===== src/rtl/pipe_ctrl_pkg.sv =====
// Shared constants for the pipeline control unit: stall masks, exception codes
// and controller state encoding.
package pipe_ctrl_pkg;

    localparam logic [5:0]  STALL_NONE = 6'b000000;
    localparam logic [5:0]  STALL_IF   = 6'b000011;
    localparam logic [5:0]  STALL_ID   = 6'b000111;
    localparam logic [5:0]  STALL_EX   = 6'b001111;
    localparam logic [5:0]  STALL_MEM  = 6'b011111;

    localparam logic [31:0] EXC_ERET   = 32'h0000_000E;
    localparam logic [31:0] ZERO_WORD  = 32'h0000_0000;

    localparam logic        STOP       = 1'b1;
    localparam logic        NO_STOP    = 1'b0;

    typedef enum logic {
        PC_RUN   = 1'b0,
        PC_DRAIN = 1'b1
    } pc_state_t;

endpackage


===== src/rtl/pipe_ctrl_if.sv =====
// Stage-to-controller bundle: per-stage stall requests and exception info in,
// stall vector and redirect out.
interface pipe_ctrl_if;
    logic        stallreq_if;
    logic        stallreq_id;
    logic        stallreq_ex;
    logic        stallreq_mem;
    logic [31:0] mem_excepttype;
    logic [31:0] cp0_epc;
    logic [5:0]  stall;
    logic        flush;
    logic [31:0] new_pc;
    logic        wdt_timeout;

    modport master (
        output stallreq_if, stallreq_id, stallreq_ex, stallreq_mem,
        output mem_excepttype, cp0_epc,
        input  stall, flush, new_pc, wdt_timeout
    );

    modport slave (
        input  stallreq_if, stallreq_id, stallreq_ex, stallreq_mem,
        input  mem_excepttype, cp0_epc,
        output stall, flush, new_pc, wdt_timeout
    );
endinterface


===== src/rtl/pipe_stall_enc.sv =====
// Priority encoder from effective stall requests (mem > ex > id > if) to the
// 6-bit per-stage hold vector.
module pipe_stall_enc
    import pipe_ctrl_pkg::*;
(
    input  logic       req_if,
    input  logic       req_id,
    input  logic       req_ex,
    input  logic       req_mem,
    output logic [5:0] stall
);

    always_comb begin
        stall = STALL_NONE;
        if (req_mem == STOP)     stall = STALL_MEM;
        else if (req_ex == STOP) stall = STALL_EX;
        else if (req_id == STOP) stall = STALL_ID;
        else if (req_if == STOP) stall = STALL_IF;
    end

endmodule


===== src/rtl/pipe_ctrl.sv =====
// Pipeline control: stall merge, exception/ERET redirect with drain window,
// stall watchdog. Optional perf counters under PIPE_PERF_CNT_EN.
//
// state    | meaning
// PC_RUN   | normal operation; exceptions accepted, watchdog counting
// PC_DRAIN | post-flush window; id/ex stall requests and exceptions ignored
module pipe_ctrl
    import pipe_ctrl_pkg::*;
#(
    parameter logic [31:0] EXC_VECTOR   = 32'h0000_0020,
    parameter int          DRAIN_CYCLES = 2,
    parameter int          WDT_LIMIT    = 1024
) (
    input  logic       clk,
    input  logic       rst,
    pipe_ctrl_if.slave bus
`ifdef PIPE_PERF_CNT_EN
    ,
    output logic [31:0] perf_stall_cycles,
    output logic [31:0] perf_flush_count
`endif
);

    localparam logic [3:0]  DRAIN_LOAD = 4'(DRAIN_CYCLES);
    localparam logic [15:0] WDT_LIM    = 16'(WDT_LIMIT);

    pc_state_t   state;
    logic [3:0]  drain_cnt;
    logic [15:0] wdt_cnt;

    logic        in_run;
    logic        exc_accept;
    logic        wdt_fire;
    logic        flush_c;
    logic [5:0]  stall_c;

    // Every output is forced low while rst is asserted, independent of inputs.
    always_comb begin
        in_run     = rst && (state == PC_RUN);
        exc_accept = in_run && (bus.mem_excepttype != ZERO_WORD) && (bus.stallreq_mem == NO_STOP);
        wdt_fire   = in_run && (WDT_LIM != 16'd0) && (wdt_cnt == WDT_LIM) && !exc_accept;
        flush_c    = exc_accept || wdt_fire;
    end

    pipe_stall_enc u_stall_enc (
        .req_if  (rst && !flush_c && bus.stallreq_if),
        .req_id  (in_run && !flush_c && bus.stallreq_id),
        .req_ex  (in_run && !flush_c && bus.stallreq_ex),
        .req_mem (rst && !flush_c && bus.stallreq_mem),
        .stall   (stall_c)
    );

    always_comb begin
        bus.stall       = stall_c;
        bus.flush       = flush_c;
        bus.wdt_timeout = wdt_fire;
        bus.new_pc      = ZERO_WORD;
        if (exc_accept)
            bus.new_pc = (bus.mem_excepttype == EXC_ERET) ? bus.cp0_epc : EXC_VECTOR;
        else if (wdt_fire)
            bus.new_pc = EXC_VECTOR;
    end

    always_ff @(posedge clk or negedge rst) begin
        if (!rst) begin
            state     <= PC_RUN;
            drain_cnt <= 4'd0;
            wdt_cnt   <= 16'd0;
        end else if (flush_c) begin
            state     <= PC_DRAIN;
            drain_cnt <= DRAIN_LOAD;
            wdt_cnt   <= 16'd0;
        end else if (state == PC_DRAIN) begin
            wdt_cnt   <= 16'd0;
            drain_cnt <= drain_cnt - 4'd1;
            if (drain_cnt <= 4'd1)
                state <= PC_RUN;
        end else if (stall_c != STALL_NONE) begin
            // Saturating: holds at the limit rather than wrapping.
            if (wdt_cnt != WDT_LIM)
                wdt_cnt <= wdt_cnt + 16'd1;
        end else begin
            wdt_cnt <= 16'd0;
        end
    end

`ifdef PIPE_PERF_CNT_EN
    always_ff @(posedge clk or negedge rst) begin
        if (!rst) begin
            perf_stall_cycles <= 32'd0;
            perf_flush_count  <= 32'd0;
        end else begin
            if (stall_c != STALL_NONE)
                perf_stall_cycles <= perf_stall_cycles + 32'd1;
            if (flush_c)
                perf_flush_count <= perf_flush_count + 32'd1;
        end
    end
`endif

endmodule


===== src/flat_wrapper.sv =====
// flat-port wrapper written by rule: the top's interface ports become plain ports
module pipe_ctrl_flat import pipe_ctrl_pkg::*;
#(
    parameter logic [31:0] EXC_VECTOR   = 32'h0000_0020,
    parameter int          DRAIN_CYCLES = 2,
    parameter int          WDT_LIMIT    = 1024
)
  (clk, rst, bus_stallreq_if, bus_stallreq_id, bus_stallreq_ex, bus_stallreq_mem, bus_mem_excepttype, bus_cp0_epc, bus_stall, bus_flush, bus_new_pc, bus_wdt_timeout);
  pipe_ctrl_if bus_i ();
  input  logic clk;
  input  logic rst;
  input wire logic [$bits(bus_i.stallreq_if)-1:0] bus_stallreq_if;
  input wire logic [$bits(bus_i.stallreq_id)-1:0] bus_stallreq_id;
  input wire logic [$bits(bus_i.stallreq_ex)-1:0] bus_stallreq_ex;
  input wire logic [$bits(bus_i.stallreq_mem)-1:0] bus_stallreq_mem;
  input wire logic [$bits(bus_i.mem_excepttype)-1:0] bus_mem_excepttype;
  input wire logic [$bits(bus_i.cp0_epc)-1:0] bus_cp0_epc;
  output wire logic [$bits(bus_i.stall)-1:0] bus_stall;
  output wire logic [$bits(bus_i.flush)-1:0] bus_flush;
  output wire logic [$bits(bus_i.new_pc)-1:0] bus_new_pc;
  output wire logic [$bits(bus_i.wdt_timeout)-1:0] bus_wdt_timeout;
  assign bus_i.stallreq_if = bus_stallreq_if;
  assign bus_i.stallreq_id = bus_stallreq_id;
  assign bus_i.stallreq_ex = bus_stallreq_ex;
  assign bus_i.stallreq_mem = bus_stallreq_mem;
  assign bus_i.mem_excepttype = bus_mem_excepttype;
  assign bus_i.cp0_epc = bus_cp0_epc;
  assign bus_stall = bus_i.stall;
  assign bus_flush = bus_i.flush;
  assign bus_new_pc = bus_i.new_pc;
  assign bus_wdt_timeout = bus_i.wdt_timeout;
  pipe_ctrl #(.EXC_VECTOR(EXC_VECTOR), .DRAIN_CYCLES(DRAIN_CYCLES), .WDT_LIMIT(WDT_LIMIT)) u_core (.clk(clk), .rst(rst), .bus(bus_i));
endmodule

===== config.mk =====
export PLATFORM = sky130hd
export DESIGN_NAME = pipe_ctrl_flat
export DESIGN_NICKNAME = d
export VERILOG_FILES = /design/src/rtl/pipe_ctrl_pkg.sv /design/src/rtl/pipe_ctrl_if.sv /design/src/rtl/pipe_stall_enc.sv /design/src/rtl/pipe_ctrl.sv /design/src/flat_wrapper.sv
export SDC_FILE = /design/constraint.sdc
export NUM_CORES = 1
export LEC_CHECK = 0
export ABC_CLOCK_PERIOD_IN_PS = 3940
export CAP_MARGIN = 5
export CORE_MARGIN = 2
export CORE_UTILIZATION = 38
export CTS_BUF_LIST = sky130_fd_sc_hd__clkbuf_8 sky130_fd_sc_hd__clkbuf_16
export DETAILED_ROUTE_END_ITERATION = 10
export PLACE_DENSITY_LB_ADDON = 0.25
export SLEW_MARGIN = 10
export SYNTH_ARGS = -nofsm -noshare
export SYNTH_HDL_FRONTEND = slang
export SYNTH_SLANG_ARGS = --single-unit

===== constraint.sdc =====
create_clock -name clk -period 3.94 [get_ports clk]
set_input_delay 1.182 -clock clk [delete_from_list [all_inputs] [get_ports clk]]
set_output_delay 1.182 -clock clk [all_outputs]
set_load 0.01 [all_outputs]

==> results.md <==
* Status: complete, but fails checks
* Violated checks: setup timing
* Number of global-route vias before repair at 2,045
* Synth Warn # at 0
* Sum Neg Setup Slack at -1.635 ns
* Port Buffers at 108
* Sw Ratio at 33.69%
* Initial core utilization at 39.84%
* TritonCTS clock tree: yes
* Max IR drop VDD at 0.0001785 V
* Area share of the leading cell type in the synthesized netlist at 32.74%
* Critical Path Fanout Max at 8
* Layout cells sized above 1 at 40.44%
* Net count after synthesis at 260
* Final nets at 394
* Power, Total at 684.3 uW
* Min-Delay Startpoint: u_core.drain_cnt[3]
* # hold bufs at CTS at 0
* Syn avg cell area at 8.631 um2
* Multi-input logic area at 0.001159 mm2
* Boundary pin count at 110
* Final core occ at 78.91%
* Combinational power share at 38.7%
* Final Routed Wirelength at 6895 um
* Crit end category: output port
* Slew @ Worst Pin at 0.7689 ns
* Pins over their slew limit at 0
* Die area at 0.004760 mm2
* Adder-cell area share of the yosys netlist at 3.118%
* H-tree depth at 1
* Multiplexer area fraction after synthesis at 0.6235%
* Placement Cell Area at 0.002786 mm2
* Pin count of the biggest net entering global routing at 27
* #FFs+latches synth at 21
* Total of max-cap violations at 0
* CTS Sinks at 21
* Synth area leader: dfrtp_1
* Max Fclk at 248.1 MHz
* Fin crit period at 4.030 ns
* Worst min path class: flop to flop
* Final setup fails at 32
* Leakage at 1.474 nW
* Antenna violations before repair at 1
* Synth Area in Compound Gates at 9.353%
* RD Place Congestion at 0.8342
* Routed WL per cell at 18.64 um
* Core area at 0.004029 mm2
* Grt ovf at 0
* Clock power frac at 20.2%
* Clk buf depth at 2
* Hold_ws at 0.5632 ns
* EDFF count, synth at 0
* Synth Area in XOR/XNOR at 8.184%
* Synth-to-Final Area Change at 98.05%
* Routed Antenna Nets at 0
* Worst setup SP type: input pin
* Die span in x at 69.00 um
* Top delay family on crit path: buffers and inverters
* Skew-Pair Late Insertion Delay at 0.26 ns
* Seq/Total Area, Yosys at 32.74%
* Largest family of logic cells by synthesized area: simple AND/OR/NAND/NOR gates
* Critical Path Source: bus_mem_excepttype[21]
* # rows at 23
* Via count at 2,052
* CP required at 2.76 ns
* Post-route cell area at 0.003179 mm2
* Post-route insts no fill at 370
* Pre-antenna DRT Iters at 4
* Gate count after technology mapping at 186
* Final Cycle Share at 102.3%
* Hpwl dp at 4249 um
* CP max stage cell: nor4_2
* Synth Area in Simple Gates at 39.52%
* Buffer and inverter count on the worst path at 5
* Most frequent cell after synthesis: and2_1
* Async SR Flop Fraction at 100.0%
* Die Span Y at 69.00 um
* Reg-to-reg startpoint: u_core.wdt_cnt[0]
* First-pass GRT wire length at 9232 um
* Residual DRC at 0
* Path type of the worst setup path: input pin to output port
* CTS buffer count at 3
* Fillers at 233
* Clock Pin Slew Worst Setup and Hold Paths at 0.07 ns
* PD cells at 215.2 mW/mm2
* Global Route Usage Sum at 25.79%
* Primary FF master, synth: dfrtp_1
* Worst slew margin at 48.74%
* Internal at 453.7 uW
* Pre-CTS setup slack at -0.5801 ns
* Synth area leaders: dfrtp_1, and2_1, nor3_1
* CP Cell Sequence: dlygate4sd2_1 > nor4_2 > nand4_1 > buf_4 > nor3_4 > buf_6 > buf_16 > and2_1 > buf_2
* Seq pwr share at 41.1%
* NetSw at 230.5 uW
* Sequential cell area at 525.5 um2
* Worst EP arrival at 2.85 ns
* Initial DRC Count at 116
* Post-Syn Area at 0.001605 mm2
* Slowest stage delay, CP at 0.32 ns
* Setup ws final at -0.09035 ns
* Root buffer cell: clkbuf_8
* Post-synth top cells: and2_1, dfrtp_1, nor3_1
* Final hold violations at 0
* DP Cell Count at 345
* Vias per Instance at 5.546
* Synth cell types at 39
* Clock Skews at 0.002034 ns
## tightest hold or removal path, cell delays in order, from the launching register on
cell and delay [ns]:
dfrtp_1 0.37, xnor2_1 0.12, a21oi_1 0.04
## final timing paths
check | end | slack, ns | cells past startpoint
worst max-delay path | bus_new_pc[16] | -0.09 | 9
worst min-delay path | u_core.drain_cnt[3] | 0.56 | 2
worst max register to register | u_core.state | 0.84 | 18
worst min register to register | u_core.drain_cnt[3] | 0.56 | 2
max in group asynchronous | u_core.wdt_cnt[9] | 2.70 | 2
min in group asynchronous | u_core.drain_cnt[1] | 1.04 | 2
## timing repair
action                                  4_1_cts  5_1_grt
resized for setup                           200       88
endpoints found under the hold margin         0        0
endpoints found under the setup margin       39       44
gates cloned                                  3        0
pin swaps                                    20       17
setup buffers                                21        1
## power groups by stage
| stage | clock network, mW | logic [mW] | registers [mW] |
|---|---|---|---|
| 6_report | 0.138 | 0.265 | 0.281 |
| 5_1_grt | 0.149 | 0.287 | 0.285 |
| 4_1_cts | 0.139 | 0.247 | 0.281 |
| 3_5_place_dp | 0 | 0.257 | 0.281 |
| 3_3_place_gp | 0 | 0.251 | 0.279 |
| 2_1_floorplan | 0 | 0.144 | 0.264 |
## metal layers
layer	track usage [%]	vias up	wire length, um
met3	6.981	23	402
met5	0	-	0
met4	11.27	0	284
li1	-	936	-
met1	27.41	992	2630
met2	47.36	101	3578
## cells in the final DEF, fill, tap and decap left out, drive strengths merged, types with 9 or more instances in the layout
cell,n
nand2,9
nand4,11
nor3,18
dfrtp,21
and2,33
buf,70
xor2,9
dlygate4sd2,12
clkbuf,12
nor4,10
clkdlybuf4s50,37
## final cells by class
| cell class | instances | share of cell area [%] |
|---|---|---|
| Antenna cell | 1 | 0.07871 |
| Clock buffer | 3 | 1.299 |
| Clock inverter | 1 | 0.1181 |
| Inverter | 6 | 0.7084 |
| Multi-Input combinational cell | 147 | 36.44 |
| Sequential cell | 21 | 16.53 |
| Tap cell | 50 | 1.968 |
| Timing Repair Buffer | 141 | 42.86 |
## sequential cells by signal, indices dropped and copies added, names as in the netlist
signal / count
u_core.wdt_cnt: 16
u_core.drain_cnt: 4
u_core.state: 1
## cell families (layout without fill, tap and decap cells)
group                      after synthesis  after routing
xor gates and xnor gates                15             15
muxes                                    1              1
adders and majority gates                4              4
DFF                                     21             21
and+or+nand+nor                        105            105
AOI/OAI and AO/OA                       21             21
buffers and inverters                   18            151
other                                    1              2
Note: power is estimated with default switching activity, not from simulation.
